<file path="config.mk">
export PLATFORM = sky130hd
export DESIGN_NAME = sine_pwm_gen
export DESIGN_NICKNAME = d
export VERILOG_FILES = /design/src/rtl/sinepwm_pkg.sv /design/src/rtl/sine_pwm_gen_pwm_core.sv /design/src/rtl/sine_pwm_gen.sv
export SDC_FILE = /design/constraint.sdc
export NUM_CORES = 1
export LEC_CHECK = 0
export ABC_CLOCK_PERIOD_IN_PS = 3900
export BUFFER_PORTS_ARGS = -buffer_cell sky130_fd_sc_hd__buf_2
export CAP_MARGIN = 30
export CORE_MARGIN = 2
export CORE_UTILIZATION = 40
export DETAILED_ROUTE_END_ITERATION = 7
export GPL_TIMING_DRIVEN = 1
export PLACE_DENSITY = 0.61
export REMOVE_ABC_BUFFERS = 1
export SYNTH_ARGS = -nofsm -noshare
export SYNTH_HDL_FRONTEND = slang
export SYNTH_SLANG_ARGS = --single-unit
export TNS_END_PERCENT = 20
</file>
<file path="constraint.sdc">
create_clock -name clka -period 3.9 [get_ports clka]
set_input_delay 1.17 -clock clka [delete_from_list [all_inputs] [get_ports clka]]
set_output_delay 1.17 -clock clka [all_outputs]
set_load 0.02 [all_outputs]
</file>
<file path="src/rtl/sinepwm_pkg.sv">
// Shared defaults and helpers for the sinepwm sequencer / modulator.
package sinepwm_pkg;

  localparam int unsigned ADDR_W_DEF = 4;
  localparam int unsigned DATA_W_DEF = 8;
  localparam int unsigned PWM_MAX    = (1 << DATA_W_DEF) - 1;

  // Width of a counter spanning 0..pps-1, never narrower than one bit.
  function automatic int unsigned per_w(input int unsigned pps);
    return (pps > 1) ? $clog2(pps) : 1;
  endfunction

endpackage

</file>
<file path="src/rtl/sine_pwm_gen_pwm_core.sv">
// Free-running PWM counter and comparator with a registered output.
// period_end flags the enabled edge on which the counter wraps MAX->0.
module pwm_core
  import sinepwm_pkg::*;
#(
  parameter int unsigned DATA_W = DATA_W_DEF
) (
  input  logic              clk,
  input  logic              rst,
  input  logic              en,
  input  logic [DATA_W-1:0] duty,
  output logic              pwm_out,
  output logic              period_end
);

  logic [DATA_W-1:0] cnt;

  assign period_end = en & (cnt == '1);

  // Counter advances only while enabled; output compares pre-edge count and duty.
  always_ff @(posedge clk) begin
    if (rst) begin
      cnt     <= '0;
      pwm_out <= 1'b0;
    end else begin
      pwm_out <= en & (cnt < duty);
      if (en) cnt <= cnt + 1'b1;
    end
  end

endmodule

</file>
<file path="src/rtl/sine_pwm_gen.sv">
// Sine ROM sequencer feeding a fixed-frequency PWM modulator.
// One ROM sample is held for PERIODS_PER_SAMPLE PWM periods.
module sine_pwm_gen
  import sinepwm_pkg::*;
#(
  parameter int unsigned ADDR_W             = ADDR_W_DEF,
  parameter int unsigned DATA_W             = DATA_W_DEF,
  parameter int unsigned PERIODS_PER_SAMPLE = 1
) (
  input  logic              clka,
  input  logic              rsta,
  input  logic              en,
  output logic [ADDR_W-1:0] addra,
  input  logic [DATA_W-1:0] douta,
  output logic              pwm_out,
  output logic [DATA_W-1:0] duty_q,
  output logic              sample_strobe
);

  localparam int unsigned      PER_W    = per_w(PERIODS_PER_SAMPLE);
  localparam logic [PER_W-1:0] PER_LAST = PER_W'(PERIODS_PER_SAMPLE - 1);

  logic [PER_W-1:0] per_cnt;
  logic             period_end;

  pwm_core #(
    .DATA_W(DATA_W)
  ) u_pwm_core (
    .clk       (clka),
    .rst       (rsta),
    .en        (en),
    .duty      (duty_q),
    .pwm_out   (pwm_out),
    .period_end(period_end)
  );

  // At each period end latch the ROM sample; every PERIODS_PER_SAMPLE periods step the address.
  always_ff @(posedge clka) begin
    if (rsta) begin
      addra         <= '0;
      per_cnt       <= '0;
      duty_q        <= '0;
      sample_strobe <= 1'b0;
    end else begin
      sample_strobe <= 1'b0;
      if (period_end) begin
        duty_q <= douta;
        if (per_cnt == PER_LAST) begin
          per_cnt       <= '0;
          addra         <= addra + 1'b1;
          sample_strobe <= 1'b1;
        end else begin
          per_cnt <= per_cnt + 1'b1;
        end
      end
    end
  end

endmodule

</file>
==> results of run 1 <==
==> cells by family after synthesis <==
group	after synthesis
compound gates	24
fa+ha+maj	9
flops	22
xor+xnor	10
buf+inv	13
mux	1
simple gates	38
==> cell usage after synthesis <==
library cell                instances  area (um2)
sky130_fd_sc_hd__dfxtp_1           22         440
sky130_fd_sc_hd__nand2_1           12        45.0
sky130_fd_sc_hd__nor2_1            12        45.0
sky130_fd_sc_hd__a21oi_1            9        45.0
sky130_fd_sc_hd__ha_1               9         113
sky130_fd_sc_hd__inv_1              8        30.0
sky130_fd_sc_hd__o21ai_0            7        35.0
sky130_fd_sc_hd__xnor2_1            6        52.6
sky130_fd_sc_hd__nand3_1            4        20.0
sky130_fd_sc_hd__xor2_1             4        35.0
sky130_fd_sc_hd__a211oi_1           2        15.0
sky130_fd_sc_hd__and4_1             2        17.5
sky130_fd_sc_hd__buf_2              2        10.0
sky130_fd_sc_hd__clkbuf_1           2        7.51
sky130_fd_sc_hd__nor3_2             2        20.0
sky130_fd_sc_hd__o21ai_1            2        10.0
sky130_fd_sc_hd__a31oi_1            1        6.26
sky130_fd_sc_hd__and3_1             1        6.26
sky130_fd_sc_hd__buf_1              1        3.75
sky130_fd_sc_hd__mux2i_1            1        10.0
sky130_fd_sc_hd__nand4_2            1        12.5
sky130_fd_sc_hd__nand4_4            1        21.3
sky130_fd_sc_hd__nor2_4             1        11.3
sky130_fd_sc_hd__nor3_1             1        5.00
sky130_fd_sc_hd__o2111ai_1          1        8.76
sky130_fd_sc_hd__o211ai_1           1        7.51
sky130_fd_sc_hd__o21a_1             1        7.51
sky130_fd_sc_hd__or3b_2             1        8.76
==> routing by layer <==
layer,share of wire (%),wire (um)
met3,5.8,115
met1,47,919
met2,46,909
met4,1.6,31
met5,0,0
==> metrics by stage <==
| step | hold slack [ps] | util (%) | area (um2) | cells |
|---|---|---|---|---|
| CTS | 506 | 48.8 | 1210 | 169 |
| finish | 500 | 48.8 | 1210 | 169 |
| detailed placement | 489 | 47.9 | 1190 | 166 |
| global route | 524 | 48.8 | 1210 | 169 |
| floorplan | 506 | - | 1030 | 112 |
| global placement | 489 | 47.9 | 1190 | 166 |
==> worst max path at each step <==
stage	from	endpoint	cells after the start
floorplan	en	addra[0]	4
global placement	en	addra[0]	5
detailed placement	en	addra[0]	5
CTS	addra[0]	addra[0]	1
global route	addra[0]	addra[0]	1
finish	addra[0]	addra[0]	1
==> layout by cell type (no fill, tap or decap) <==
master / count
sky130_fd_sc_hd__a31oi_1: 1
sky130_fd_sc_hd__buf_2: 24
sky130_fd_sc_hd__o21ai_0: 7
sky130_fd_sc_hd__nand2_1: 12
sky130_fd_sc_hd__dfxtp_1: 22
sky130_fd_sc_hd__nor2_1: 12
sky130_fd_sc_hd__ha_1: 9
sky130_fd_sc_hd__a21oi_1: 9
sky130_fd_sc_hd__nand4_4: 1
sky130_fd_sc_hd__or3b_2: 1
sky130_fd_sc_hd__o211ai_1: 1
sky130_fd_sc_hd__nor2_4: 1
sky130_fd_sc_hd__xor2_1: 4
sky130_fd_sc_hd__clkbuf_4: 3
sky130_fd_sc_hd__inv_1: 8
sky130_fd_sc_hd__and3_1: 1
sky130_fd_sc_hd__nand4_2: 1
sky130_fd_sc_hd__nor3_1: 1
sky130_fd_sc_hd__o21a_1: 1
sky130_fd_sc_hd__o21ai_1: 2
sky130_fd_sc_hd__and4_1: 2
sky130_fd_sc_hd__mux2i_1: 1
sky130_fd_sc_hd__o2111ai_1: 1
sky130_fd_sc_hd__nand3_1: 4
sky130_fd_sc_hd__nor3_2: 2
sky130_fd_sc_hd__xnor2_1: 6
sky130_fd_sc_hd__a211oi_1: 2
==> state kept, by name (all words and copies together) (netlist names) <==
signal              cells
duty_q                  8
u_pwm_core.cnt          8
addra                   4
sample_strobe           1
u_pwm_core.pwm_out      1
==> report_power, final <==
group          total, mW  internal [mW]  switching [mW]
clock              0.102         0.0362          0.0657
sequential         0.230          0.227         0.00253
combinational     0.0194        0.00889          0.0105
total              0.351          0.272          0.0788
==> area by class of cell <==
| class | instances | share of cell area, % |
|---|---|---|
| multi-input combinational | 82 | 46.2 |
| clock buffer | 3 | 1.86 |
| sequential | 22 | 36.4 |
| timing repair buffer | 24 | 9.94 |
| inverter | 8 | 2.48 |
| tap | 30 | 3.11 |
==> results.json, run 1 <==
{
  "worstReg2RegStart": "u_pwm_core.cnt[0]",
  "globalplace.congestion": 0.724,
  "overflow": 0,
  "timing.final.crit_share_pct": 53.4,
  "multiInputGateArea_um2": 558,
  "filler_cell_count": 271,
  "rrSetupSlack_ps": 2390,
  "grt_pass1_wl_um": 3730,
  "place.port_buffers": 24,
  "cts_hold_repair.buffers": 0,
  "drt-initial-drc-count": 6,
  "worstPathRequired_ps": 2730,
  "cts_resized": 0,
  "dp_hpwl_um": 1480,
  "clk_transition_reported_paths_ps": 110,
  "grt_peak_use_layer": "met2",
  "drt_drc_violations_left": 0,
  "timing.fmax_mhz": 480,
  "worst-endpoint-arrival_ps": 910,
  "rsz_0062_raised_after_global_routing": "false",
  "cts.repair_timing.setup_buffer_count": 0,
  "start_kind": "register",
  "fin_tns_setup_ps": 0,
  "slew_violations": 0,
  "track_usage_pct": 15.1,
  "clk_root_buf": "sky130_fd_sc_hd__clkbuf_4",
  "total_power_mw": 0.351,
  "outcome": "finished clean",
  "ff_latch_area_um2": 440,
  "dieHeight_um": 55.2,
  "drv.max_cap_violation_count": 0,
  "post-place-ws_ps": 1670,
  "syn_avg_cell_area_um2": 8.97,
  "synth_top_family_by_area": "simple AND/OR/NAND/NOR gates",
  "finalWirelength_um": 1980,
  "synth.ff_latch_count": 22,
  "initial_antenna_violation_count": 0,
  "numCtsBuffers": 3,
  "critPathMaxFanout": 4,
  "num_antenna_cells": 0,
  "cts_tree": "yes",
  "routed_via_density": 5.14,
  "worstSetupEndpointType": "output pin",
  "power_density_nw_per_um2": 290,
  "ioPinCount": 25,
  "first_global_vias": 861,
  "cell_leakage_power_nw": 0.494,
  "post-route-worst-setup-slack_ps": 1820,
  "normalized_max_slew_margin_pct": 74.0,
  "synth_warnings": 0,
  "floorplan.initialDensity_pct": 42.4,
  "critical_path_class": "register to output pin",
  "fin_nets": 161,
  "worstPathBufferInverterCount": 1,
  "post_synth_fa_ha_maj_area_fraction_pct": 10.7,
  "max-vdd-ir-drop_mv": 0.181,
  "drt_pre_antenna_iters": 4,
  "hold-path-cell-count": 2,
  "die_width_um": 55.2,
  "tritoncts_num_sinks": 22,
  "hold_class": "register to register",
  "cell_type_of_the_slowest_stage_on_the_worst_timing_path": "sky130_fd_sc_hd__dfxtp_1",
  "drive_above_1_share_pct": 23.7,
  "met3_track_demand_over_resource_pct": 5.39,
  "core_area_um2": 2480,
  "crit_path_cell_trace": "buf_2",
  "worst_path_largest_cell_delay_ps": 410,
  "use_met1_pct": 19.0,
  "actual_slew_at_the_worst_max_slew_pin_ps": 390,
  "route.antenna.remaining_nets": 0,
  "synth_xor_area_share_pct": 8.34,
  "reg2regPathDepth": 5,
  "finClkSkew_ps": 3.92,
  "hold_viol_final": 0,
  "worst_hold_path.endpoint": "duty_q[4]",
  "syn-cell-area_um2": 1050,
  "cts_max_level": 1,
  "synthCells": 117,
  "startpoint_of_the_worst_hold_path": "duty_q[4]",
  "global_route.usage.met2_pct": 23.8,
  "synth.area.mux_share_pct": 0.954,
  "setup_viol": 0,
  "rows": 18,
  "final_critical_delay_including_setup_and_external_delays_ps": 2080,
  "wire_per_inst_um": 11.7,
  "worst_path_dominant_cell_family": "flip-flops",
  "ys_seq_area_share_pct": 42.0,
  "yosys.area_share.simple_pct": 20.3,
  "compound_cell_area_share_of_the_yosys_netlist_pct": 12.9,
  "flow.area_growth_from_synthesis_pct": 15.1,
  "ctsLongestPathBuffers": 2,
  "design.die.area_um2": 3050,
  "grt_start_max_net_pins": 23,
  "worst_skew_pair.late_latency_ps": 310,
  "critical_path.reg2reg.endpoint": "addra[0]",
  "netlist-cell-type-count": 28,
  "route.vias.total": 869
}
Note: power is estimated with default switching activity, not from simulation.
==> run 2: changes to the inputs <==
--- a/config.mk
+++ b/config.mk
@@ -5,14 +5,14 @@
 export SDC_FILE = /design/constraint.sdc
 export NUM_CORES = 1
 export LEC_CHECK = 0
-export ABC_CLOCK_PERIOD_IN_PS = 3900
+export ABC_CLOCK_PERIOD_IN_PS = 1800
 export BUFFER_PORTS_ARGS = -buffer_cell sky130_fd_sc_hd__buf_2
 export CAP_MARGIN = 30
 export CORE_MARGIN = 2
 export CORE_UTILIZATION = 40
 export DETAILED_ROUTE_END_ITERATION = 7
 export GPL_TIMING_DRIVEN = 1
-export PLACE_DENSITY = 0.61
+export PLACE_DENSITY = 0.64
 export REMOVE_ABC_BUFFERS = 1
 export SYNTH_ARGS = -nofsm -noshare
 export SYNTH_HDL_FRONTEND = slang
==> constraint.sdc (replaced) <==
create_clock -name clka -period 1.8 [get_ports clka]
set_input_delay 0.54 -clock clka [delete_from_list [all_inputs] [get_ports clka]]
set_output_delay 0.54 -clock clka [all_outputs]
set_load 0.02 [all_outputs]
==> run 2 against run 1 <==
  * Cell count did not move
  * First-iteration DRC count rose by 120%
  * Wire length rose by 6.3%
  * Clock-buffer cell count did not move
  * Critical path type is now register to register
  * Critical endpoint is now addra[0]
  * Highest routed layer unchanged
==> results.json, run 2 (synthesized netlist as in run 1, its figures left out) <==
{
  "cts_hold_repair.buffers": 0,
  "drt_drc_violations_left": 0,
  "cts_max_level": 1,
  "rsz_0062_raised_after_global_routing": "false",
  "drt-initial-drc-count": 13,
  "grt_pass1_wl_um": 3500,
  "route.vias.total": 872,
  "registers_with_the_most_flip_flops": "duty_q: 8 flops, u_pwm_core.cnt: 8 flops, addra: 4 flops",
  "max-vdd-ir-drop_mv": 0.331,
  "hold_class": "primary input to register",
  "cell_leakage_power_nw": 0.494,
  "start_kind": "register",
  "worst_skew_pair.late_latency_ps": 300,
  "fin_nets": 161,
  "tritoncts_num_sinks": 22,
  "clk_root_buf": "sky130_fd_sc_hd__clkbuf_4",
  "routed_via_density": 5.16,
  "timing.final.crit_share_pct": 84.7,
  "worstReg2RegStart": "u_pwm_core.cnt[0]",
  "worstSetupEndpointType": "register",
  "crit_path_start": "u_pwm_core.cnt[0]",
  "core_area_um2": 2480,
  "grt_start_max_net_pins": 23,
  "cts_resized": 0,
  "worstPathRequired_ps": 1990,
  "clk_transition_reported_paths_ps": 120,
  "num_antenna_cells": 0,
  "track_usage_pct": 14.0,
  "critPathMaxFanout": 13,
  "final_cell_count_no_fill": 169,
  "floorplan.initialDensity_pct": 42.4,
  "worst-endpoint-arrival_ps": 1720,
  "place.port_buffers": 24,
  "final_critical_delay_including_setup_and_external_delays_ps": 1520,
  "design_area_um2": 1210,
  "reg2regPathDepth": 5,
  "finClkSkew_ps": 2.70,
  "overflow": 0,
  "wire_per_inst_um": 12.4,
  "drive_above_1_share_pct": 23.7,
  "timing.hold.ws_ps": 462,
  "area_of_placed_instances_um2": 1190,
  "critical_path.reg2reg.endpoint": "addra[0]",
  "design.die.area_um2": 3050,
  "rows": 18,
  "cts.repair_timing.setup_buffer_count": 0,
  "most_common_library_cell_in_the_layout_ignoring_fill_and_taps": "sky130_fd_sc_hd__buf_2",
  "numPlacedInstances": 166,
  "drv.max_cap_violation_count": 0,
  "flow.area_growth_from_synthesis_pct": 15.1,
  "normalized_max_slew_margin_pct": 73.0,
  "outcome": "finished clean",
  "ctsLongestPathBuffers": 2,
  "critical_path_class": "register to register",
  "timing.fmax_mhz": 656,
  "ioPinCount": 25,
  "dp_hpwl_um": 1540,
  "layout.cells.most_common_list": "24 x sky130_fd_sc_hd__buf_2, 22 x sky130_fd_sc_hd__dfxtp_1, 12 x sky130_fd_sc_hd__nand2_1, 12 x sky130_fd_sc_hd__nor2_1",
  "filler_cell_count": 257,
  "fin_tns_setup_ps": 0,
  "actual_slew_at_the_worst_max_slew_pin_ps": 404,
  "cts_tree": "yes",
  "startpoint_of_the_worst_hold_path": "douta[5]",
  "dieHeight_um": 55.2,
  "post-route-worst-setup-slack_ps": 275,
  "setup_viol": 0,
  "initial_antenna_violation_count": 0,
  "worst_setup_path_endpoint": "addra[0]",
  "first_global_vias": 807,
  "globalplace.congestion": 0.692,
  "slew_violations": 0,
  "power_density_nw_per_um2": 629,
  "numCtsBuffers": 3,
  "drt_pre_antenna_iters": 3,
  "rrSetupSlack_ps": 280,
  "hold_viol_final": 0,
  "finalWirelength_um": 2100,
  "die_width_um": 55.2,
  "post-place-ws_ps": 198,
  "route.antenna.remaining_nets": 0
}
## run 2: cell counts in the layout (fill, tap and decap cells not counted)
No cell type changed its count.
## run 2: metal layers
layer  global-route usage [%]  part of all wire (%)  up-vias
li1                         -                     -      444
met4                     5.23                   1.3        0
met2                     23.0                    48       14
met3                     2.81                   3.4        4
met1                     18.1                    47      410
met5                        0                     0        -
## run 2: layout make-up
class | count | area (um2) | area share (%)
clock buffers | 3 | 22.5 | 1.86
inverters | 8 | 30.0 | 2.48
multi-input cells | 82 | 558 | 46.2
flip-flops and latches | 22 | 440 | 36.4
well taps | 30 | 37.5 | 3.11
repair buffers | 24 | 120 | 9.94
## run 2: worst min path at each step
stage                              to  cells after the start
finish                      duty_q[5]                      3
global route                duty_q[4]                      3
CTS                         duty_q[5]                      3
detailed placement          duty_q[3]                      2
global placement            duty_q[5]                      2
floorplan           u_pwm_core.cnt[1]                      2
## run 2: power breakdown
group | internal, mW | switching [mW] | leakage (nW)
Clock | 0.0780 | 0.142 | 0.0138
Sequential | 0.492 | 0.00569 | 0.178
Combinational | 0.0195 | 0.0236 | 0.302
Total | 0.590 | 0.171 | 0.494
## run 2: critical path: stages (launching register included)
cell and delay [ps]:
sky130_fd_sc_hd__dfxtp_1 400, sky130_fd_sc_hd__ha_1 260, sky130_fd_sc_hd__nand4_4 240, sky130_fd_sc_hd__nor2_4 310, sky130_fd_sc_hd__xnor2_1 150, sky130_fd_sc_hd__nor2_1 50
## run 2: through the flow
step | utilization, % | power, mW
after floorplan | - | 0.526
after global placement | 47.9 | 0.550
after detailed placement | 47.9 | 0.553
after CTS | 48.8 | 0.771
after global routing | 48.8 | 0.798
final | 48.8 | 0.761
